### config.mk
export PLATFORM = sky130hd
export DESIGN_NAME = cam_capture
export DESIGN_NICKNAME = d
export VERILOG_FILES = /design/src/rtl/cam_pkg.sv /design/src/rtl/cam_buf.sv /design/src/rtl/cam_capture.sv
export SDC_FILE = /design/constraint.sdc
export NUM_CORES = 1
export LEC_CHECK = 0
export CAP_MARGIN = 25
export CORE_MARGIN = 2
export CORE_UTILIZATION = 40
export DETAILED_ROUTE_END_ITERATION = 10
export PLACE_DENSITY = 0.68
export SLEW_MARGIN = 15
export SYNTH_ARGS = -nofsm -noshare
export SYNTH_HDL_FRONTEND = slang
export SYNTH_HIERARCHICAL = 1
export SYNTH_SLANG_ARGS = --single-unit
### constraint.sdc
create_clock -name clk -period 2.4 [get_ports clk]
set_clock_uncertainty 0.15 [all_clocks]
set_input_delay 0.6 -clock clk [delete_from_list [all_inputs] [get_ports clk]]
set_output_delay 0.6 -clock clk [all_outputs]
set_load 0.02 [all_outputs]
### src/rtl/cam_pkg.sv
// rtl/cam_pkg.sv - shared FSM encoding, gray width and RGB565 field positions for cam_capture
package cam_pkg;

    typedef enum logic [2:0] {
        ST_IDLE,
        ST_ARM,
        ST_WAIT_FRAME,
        ST_CAPTURE,
        ST_DONE
    } cam_state_t;

    localparam int GRAY_W = 4;

    localparam int R_HI = 15;
    localparam int R_LO = 11;
    localparam int G_HI = 10;
    localparam int G_LO = 5;
    localparam int B_HI = 4;
    localparam int B_LO = 0;

    // Y = R5 + G6 + B5 peaks at 125, so 7 bits never overflow; gray keeps the top nibble.
    function automatic logic [GRAY_W-1:0] rgb565_to_gray(input logic [15:0] px);
        logic [6:0] y;
        y = 7'(px[R_HI:R_LO]) + 7'(px[G_HI:G_LO]) + 7'(px[B_HI:B_LO]);
        return GRAY_W'(y >> 3);
    endfunction

endpackage

### src/rtl/cam_buf.sv
// rtl/cam_buf.sv - DEPTH x DW pixel RAM, one synchronous write port and one registered read port
module cam_buf #(
    parameter int DEPTH = 16,
    parameter int AW    = 4,
    parameter int DW    = 4
) (
    input  logic          clk,
    input  logic          reset,
    input  logic          wr_en,
    input  logic [AW-1:0] wr_addr,
    input  logic [DW-1:0] wr_data,
    input  logic [AW-1:0] rd_addr,
    output logic [DW-1:0] rd_data
);

    logic [DW-1:0] mem [DEPTH];

    always_ff @(posedge clk) begin
        if (wr_en) begin
            mem[wr_addr] <= wr_data;
        end
    end

    // Read-before-write: a same-address collision returns the old word.
    always_ff @(posedge clk) begin
        if (reset) begin
            rd_data <= '0;
        end else begin
            rd_data <= mem[rd_addr];
        end
    end

endmodule

### src/rtl/cam_capture.sv
// rtl/cam_capture.sv - camera frame grabber: syncs the sensor bus, builds RGB565 pixels, stores 4-bit gray
module cam_capture
    import cam_pkg::*;
#(
    parameter int DEPTH = 16,
    parameter int AW    = 4
) (
    input  logic              clk,
    input  logic              reset,
    input  logic              vsync,
    input  logic              href,
    input  logic              pclk,
    input  logic [7:0]        data,
    input  logic              start,
    output logic              busy,
    output logic              ready,
    output logic [AW:0]       pix_count,
    input  logic [AW-1:0]     rd_addr,
    output logic [GRAY_W-1:0] rd_data
);

    localparam logic [AW:0] FULL_COUNT = (AW+1)'(DEPTH);

    // All camera lines share one synchronizer chain so they stay aligned to each other.
    logic [10:0] sync1;
    logic [10:0] sync2;
    logic        s_vsync;
    logic        s_href;
    logic        s_pclk;
    logic [7:0]  s_data;
    logic        pclk_d;
    logic        vsync_d;
    logic        pclk_edge;
    logic        vsync_rise;
    logic        vsync_fall;

    always_ff @(posedge clk) begin
        if (reset) begin
            sync1   <= '0;
            sync2   <= '0;
            pclk_d  <= 1'b0;
            vsync_d <= 1'b0;
        end else begin
            sync1   <= {vsync, href, pclk, data};
            sync2   <= sync1;
            pclk_d  <= s_pclk;
            vsync_d <= s_vsync;
        end
    end

    assign s_vsync    = sync2[10];
    assign s_href     = sync2[9];
    assign s_pclk     = sync2[8];
    assign s_data     = sync2[7:0];
    assign pclk_edge  = s_pclk & ~pclk_d;
    assign vsync_rise = s_vsync & ~vsync_d;
    assign vsync_fall = ~s_vsync & vsync_d;

    logic       phase_low;
    logic [7:0] hi_byte;
    logic [7:0] lo_byte;
    logic       pix_valid;

    // Dropping href forgets a pending high byte, so the next line starts paired correctly.
    always_ff @(posedge clk) begin
        if (reset) begin
            phase_low <= 1'b0;
            hi_byte   <= '0;
            lo_byte   <= '0;
            pix_valid <= 1'b0;
        end else begin
            pix_valid <= 1'b0;
            if (!s_href) begin
                phase_low <= 1'b0;
            end else if (pclk_edge) begin
                if (!phase_low) begin
                    hi_byte   <= s_data;
                    phase_low <= 1'b1;
                end else begin
                    lo_byte   <= s_data;
                    phase_low <= 1'b0;
                    pix_valid <= 1'b1;
                end
            end
        end
    end

    cam_state_t state;
    cam_state_t state_next;
    logic       wr_en;
    logic       arm_req;

    always_comb begin
        state_next = state;
        case (state)
            ST_IDLE, ST_DONE: if (start) state_next = ST_ARM;
            ST_ARM:           if (s_vsync) state_next = ST_WAIT_FRAME;
            ST_WAIT_FRAME:    if (vsync_fall) state_next = ST_CAPTURE;
            ST_CAPTURE:       if (pix_count == FULL_COUNT || vsync_rise) state_next = ST_DONE;
            default:          state_next = ST_IDLE;
        endcase
    end

    assign arm_req = start && (state == ST_IDLE || state == ST_DONE);
    assign wr_en   = !reset && pix_valid && (state == ST_CAPTURE) && (pix_count < FULL_COUNT);
    assign busy    = (state == ST_ARM) || (state == ST_WAIT_FRAME) || (state == ST_CAPTURE);

    always_ff @(posedge clk) begin
        if (reset) begin
            state     <= ST_IDLE;
            ready     <= 1'b0;
            pix_count <= '0;
        end else begin
            state <= state_next;
            if (arm_req) begin
                ready     <= 1'b0;
                pix_count <= '0;
            end else if (wr_en) begin
                pix_count <= pix_count + 1'b1;
            end
            if (state == ST_CAPTURE && state_next == ST_DONE) begin
                ready <= 1'b1;
            end
        end
    end

    cam_buf #(
        .DEPTH (DEPTH),
        .AW    (AW),
        .DW    (GRAY_W)
    ) u_buf (
        .clk     (clk),
        .reset   (reset),
        .wr_en   (wr_en),
        .wr_addr (pix_count[AW-1:0]),
        .wr_data (rgb565_to_gray({hi_byte, lo_byte})),
        .rd_addr (rd_addr),
        .rd_data (rd_data)
    );

endmodule

# After elaboration in Yosys (flattened, before gate mapping)

Memory sizes are Yosys's and may differ from the RTL's. A register that Yosys moved wholly into a read port is not among the register bits.
Index checks and enable logic that the tools add are counted.

Memories kept: 1
RAM bits: 64
Flip-flop bits (word level): 51

Memories:

| memory    | words | bits a word | read ports | clocked after Yosys merged registers in | write ports | line          | text |
|---|---|---|---|---|---|---|---|
| u_buf.mem | 16    | 4           | 1          | 1                                       | 1           | cam_buf.sv:16 | `logic [DW-1:0] mem [DEPTH];` |

Equal/unequal tests: 6
Reduce and logical (&&, ||, !) cells: 18
Order comparisons: 1
$add $sub $neg: 3
Bitwise operators: 9
Muxes and demuxes: 11

Operators by type and width:

| operator            | count |
|---|---|
| $mux 3              | 4 |
| $pmux 3 s4          | 1 |
| $add 5x6->7         | 1 |
| $add 7x5->7         | 1 |
| $eq 3x2->1 const B  | 2 |
| $eq 3x3->1 const B  | 2 |
| $mux 1              | 6 |
| $not 1->1           | 6 |
| $reduce_and 3->1    | 2 |
| $reduce_or 2->1     | 3 |
| $add 5x1->5 const B | 1 |
| $eq 5x5->1 const B  | 1 |
| $logic_and 1x1->1   | 5 |
| $lt 5x5->1 const B  | 1 |
| $logic_or 1x1->1    | 4 |
| $and 1x1->1         | 3 |
| $eq 3x1->1 const B  | 1 |
| $logic_not 3->1     | 1 |
| $reduce_or 3->1     | 1 |
| $reduce_bool 2->1   | 1 |
| $logic_not 1->1     | 1 |

# Logic depth before layout (Yosys ltp)

Depth in word-level cells: 8
Mapped depth: 6

# Modules after synthesis

The synthesis kept the hierarchy.

By module, submodules not included:

| module      | instances | cells an instance | area each (µm²) |
|---|---|---|---|
| cam_buf     | 1         | 157               | 2717.6 |
| cam_capture | 1         | 205               | 2048.2 |

# Worst setup path before layout

OpenSTA, ideal clock, no wires.

Kind: register -> register
Start point: reg hi_byte[0]
End point: mem u_buf.mem[0][2], data pin
Path slack: -29 ps
Cell stages (with the launch flop): 6
Setup time: 289 ps
Data arrival time: 1990 ps
Period minus slack after synthesis: 2429 ps
Data required time: 1961 ps
Path through: dfxtp_1 -> fa_1 -> ha_1 -> nand4_1 -> o2111ai_1 -> xor2_1

Cells in the longest elaborated chain, start to end: 2

Ends and longest elaborated chain:

| what                   | line              | text |
|---|---|---|
| from (decl)            | cam_capture.sv:60 | `logic [7:0] hi_byte;` |
| from (signal assigned) | cam_capture.sv:77 | `hi_byte <= s_data;` |
| $add 5x6->7            | cam_pkg.sv:24     | `y = 7'(px[R_HI:R_LO]) + 7'(px[G_HI:G_LO]) + 7'(px[B_HI:B_LO]);` |
| $add 7x5->7            | cam_pkg.sv:24     |  |
| to (decl)              | cam_buf.sv:16     |  |

Every way passes these cells.

# Worst setup path in the final report

Start point: reg hi_byte[6]
End point: mem u_buf.mem[12][3], data pin

Same word-level chain as after synthesis.

==> results.yml <==
layout:
  area_delta_synth_final_pct: 29.2
  drive_above_1_share: 0.216
  multi_input_area_sq_um: 1770
  stdcell_area_sq_um: 6160
  final_nets: 461
  ff_latch_area_sq_um: 3040
  nFillCells: 956
  utilization: 0.535
  num_antenna_cells: 0
critical_path:
  end_kind: "register"
  r2r_start: "hi_byte[6]"
  worstPathArrival_ns: 2.36
  reg2reg_depth: 7
  crit_slowest_cell: "fa_2"
  crit_family: "adder cells"
  worstSetupPathType: "register to register"
  worstPathMaxFanout: 8
  startpoint_type: "register"
  worstPathRequired_ns: 2.41
  setup.reg_to_reg.worst_slack_ns: 0.04
  crit_top_cell: "buf_6"
  crit_chain: "fa_2 > ha_4 > nand4_1 > o2111ai_4 > buf_6 > a21o_4 > buf_6"
  path_buf_inv: 2
  rr_endpoint: "u_buf/mem[12][3]"
  cp_slowest_stage_delay_ns: 0.61
clock_tree:
  cts_tree: "built"
  cts_sinks: 119
  htreeDepth: 4
  clock_latency_ns: 0.41
  clk_path_buf_depth: 2
  path_clk_slew_ns: 0.05
  root_buffer: "clkbuf_16"
  cts_made_buffers: 17
yosys:
  synth.mux.area_fraction: 0.0919
  synthAdderAreaFrac: 0.0352
  synth-seq-cells: 119
  synth_edf_count: 64
  syn_nets: 391
  ys_seq_area_frac: 0.634
  synth-async-reset-ratio: 0
  yosysWarnings: 6
  synth_ff_type: "edfxtp_1"
  synth_simple_gate_area_frac: 0.158
  syn_area_sq_um: 4770
  synth_top_family_by_area: "simple AND/OR/NAND/NOR gates"
  synthXorXnorAreaFrac: 0.00735
  syn_avg_cell_area_sq_um: 13.2
  synth_compound_gate_area_share: 0.0533
  synth_cell_types: 47
  postSynthCellCount: 362
die:
  start_util: 0.414
  die_h_um: 113
  ios: 29
  dieArea_sq_um: 12800
  row_count: 39
  core_area_sq_um: 11500
  die_w_um: 113
power_and_ir_drop:
  powerDensity_nw_per_um2: 745
  p_clk_frac: 0.488
  comb_power_share: 0.039
  seq_power_share: 0.473
  intPower_mw: 3.65
  vdd_drop_max_v: 0.000510
  switching_share: 0.205
  p_switching_uw: 939
  leakage_nw: 2.21
detailed_routing:
  wl_per_cell_um: 15.7
  ant_nets: 0
  totalWireLength_um: 9220
  viasPerCell: 5.11
  firstDrtPassIters: 7
  vias: 3006
  drc: 1
  drtIter0Drc: 162
grt:
  antenna_found_initial: 0
  grt_max_degree: 55
  grt_pass1_wl_um: 14900
  grt_pass1_vias: 2920
  overflow: 0
  grt_usage: 0.154
placed_design:
  dpl.hpwl_um: 5960
  portBuffers: 28
  place_congestion: 0.766
  place_area_sq_um: 5420
min_path:
  min_path_type: "register to register"
  hold_start: "sync1[4]"
  whs_endpoint: "sync2[4]"
  min_path_cells: 1
sta:
  hold_ws_ns: 0.282
  rsz0062_at_grt: "yes"
  final_max_slew_viol_count: 0
  period_share: 0.982
  relSlewSlack: 0.647
  fmax_ghz: 0.424
  setup_violations: 0
  hold_violations: 0
  worstMarginPinSlew_ns: 0.529
  fin_crit_ns: 2.36
outcome:
  status: "complete, but fails checks"
  violations: "design-rule violations"
run:
  drv_cap: 0
## registers in the layout, summed over array words and instances, names as in the netlist
| register | flops |
|---|---|
| sync1 | 11 |
| pix_valid | 1 |
| u_buf/mem | 64 |
| phase_low | 1 |
| lo_byte | 8 |
| ready | 1 |
| pix_count | 5 |
| hi_byte | 8 |
| vsync_d | 1 |
| state | 3 |
| sync2 | 11 |
| u_buf/rd_data | 4 |
| pclk_d | 1 |
## area by class of cell
cell class                      instances  area share
Multi-Input combinational cell        223       0.287
Inverter                                7     0.00427
Sequential cell                       119       0.493
Clock buffer                           21      0.0715
Timing Repair Buffer                   64       0.102
Clock inverter                         11      0.0136
Tap cell                              143      0.0291
## worst register-to-register path, stage by stage, from the launching register on
cell       delay [ns]
dfxtp_2          0.32
fa_2             0.61
ha_4             0.22
nand4_1          0.15
o2111ai_4        0.14
buf_6            0.15
a21o_4           0.23
buf_6            0.14
## cell usage after synthesis, types with 2 or more instances
master	count	area share
edfxtp_1	64	0.40
dfxtp_1	55	0.23
nor2_1	30	0.024
nand2_1	28	0.022
nor2b_1	28	0.037
mux2i_1	22	0.046
a21oi_1	16	0.017
nand3_1	14	0.015
ha_1	7	0.018
inv_1	7	0.0055
clkbuf_1	6	0.0047
nand2b_1	6	0.0079
nand3b_1	6	0.0095
nor3_1	6	0.0063
o21ai_0	6	0.0063
buf_2	5	0.0052
mux4_2	5	0.024
fa_1	4	0.017
mux4_1	4	0.022
a31oi_1	3	0.0039
o2111ai_1	3	0.0055
xor2_1	3	0.0055
a22oi_1	2	0.0031
and2b_2	2	0.0037
buf_6	2	0.0047
nand4_1	2	0.0026
nor4bb_1	2	0.0042
o21ai_1	2	0.0021
o2bb2ai_1	2	0.0037
o31ai_1	2	0.0031
or3b_2	2	0.0037
## power by group through the flow
stage,Sequential [mW],Clock (mW),Combinational (mW)
floorplan,2.21,0,0.101
global placement,2.21,0,0.179
detailed placement,2.21,0,0.182
CTS,2.17,2.26,0.182
global route,2.17,2.36,0.196
finish,2.17,2.24,0.180
## layout by cell type, fill, tap and decap left out, drive strengths merged, types with 16 or more instances in the layout
master         netlist  layout
a21oi               16      16
buf                  7      37
clkbuf               6      21
clkdlybuf4s50        0      26
dfxtp               55      55
edfxtp              64      64
mux2i               22      22
nand2               28      28
nor2                30      30
nor2b               28      28
## logic make-up (layout without fill, tap and decap cells)
family / after synthesis / in the layout
DFF: 119 / 119
and+or+nand+nor: 136 / 136
buffers and inverters: 20 / 103
muxes: 31 / 31
AOI/OAI and AO/OA: 41 / 41
xor gates and xnor gates: 4 / 4
adders and majority gates: 11 / 11
## worst max path at each step
| stage | from | to | slack [ns] | cells after the start |
|---|---|---|---|---|
| after floorplan | reset | u_buf/mem[0][0] | 0.02 | 4 |
| after CTS | lo_byte[4] | u_buf/mem[1][3] | -0.03 | 7 |
| after detailed placement | hi_byte[0] | u_buf/mem[11][1] | -0.39 | 5 |
| after global routing | lo_byte[7] | u_buf/mem[10][2] | -0.03 | 7 |
| final | hi_byte[6] | u_buf/mem[12][3] | 0.04 | 7 |
| after global placement | hi_byte[0] | u_buf/mem[10][1] | -0.31 | 5 |
## metrics by stage
stage / instances / power, mW / setup slack (ns) / TNS (ns)
after floorplan: 362 / 2.31 / 0.0211 / 0
after global placement: 549 / 2.39 / -0.308 / -14.63
after detailed placement: 549 / 2.39 / -0.393 / -19.96
after CTS: 588 / 4.61 / -0.0289 / -0.223
after global routing: 588 / 4.73 / -0.0349 / -0.553
final: 588 / 4.59 / 0.0438 / 0
## routing by layer
metal / global-route usage / vias up / wire length [um]
met5: 0 / - / 0
met4: 0.0683 / 0 / 191
met3: 0.0509 / 19 / 434
met2: 0.253 / 71 / 4610
met1: 0.185 / 1452 / 3990
li1: - / 1464 / -
## what timing repair did
item / CTS / global route
resized for setup: 19 / 11
pin swaps: 9 / 9
buffers inserted: 7 / 1
cloned: 1 / 0
setup endpoints to repair: 67 / 65
hold buffers: 0 / 0
Power figures use the tool's default switching activity.
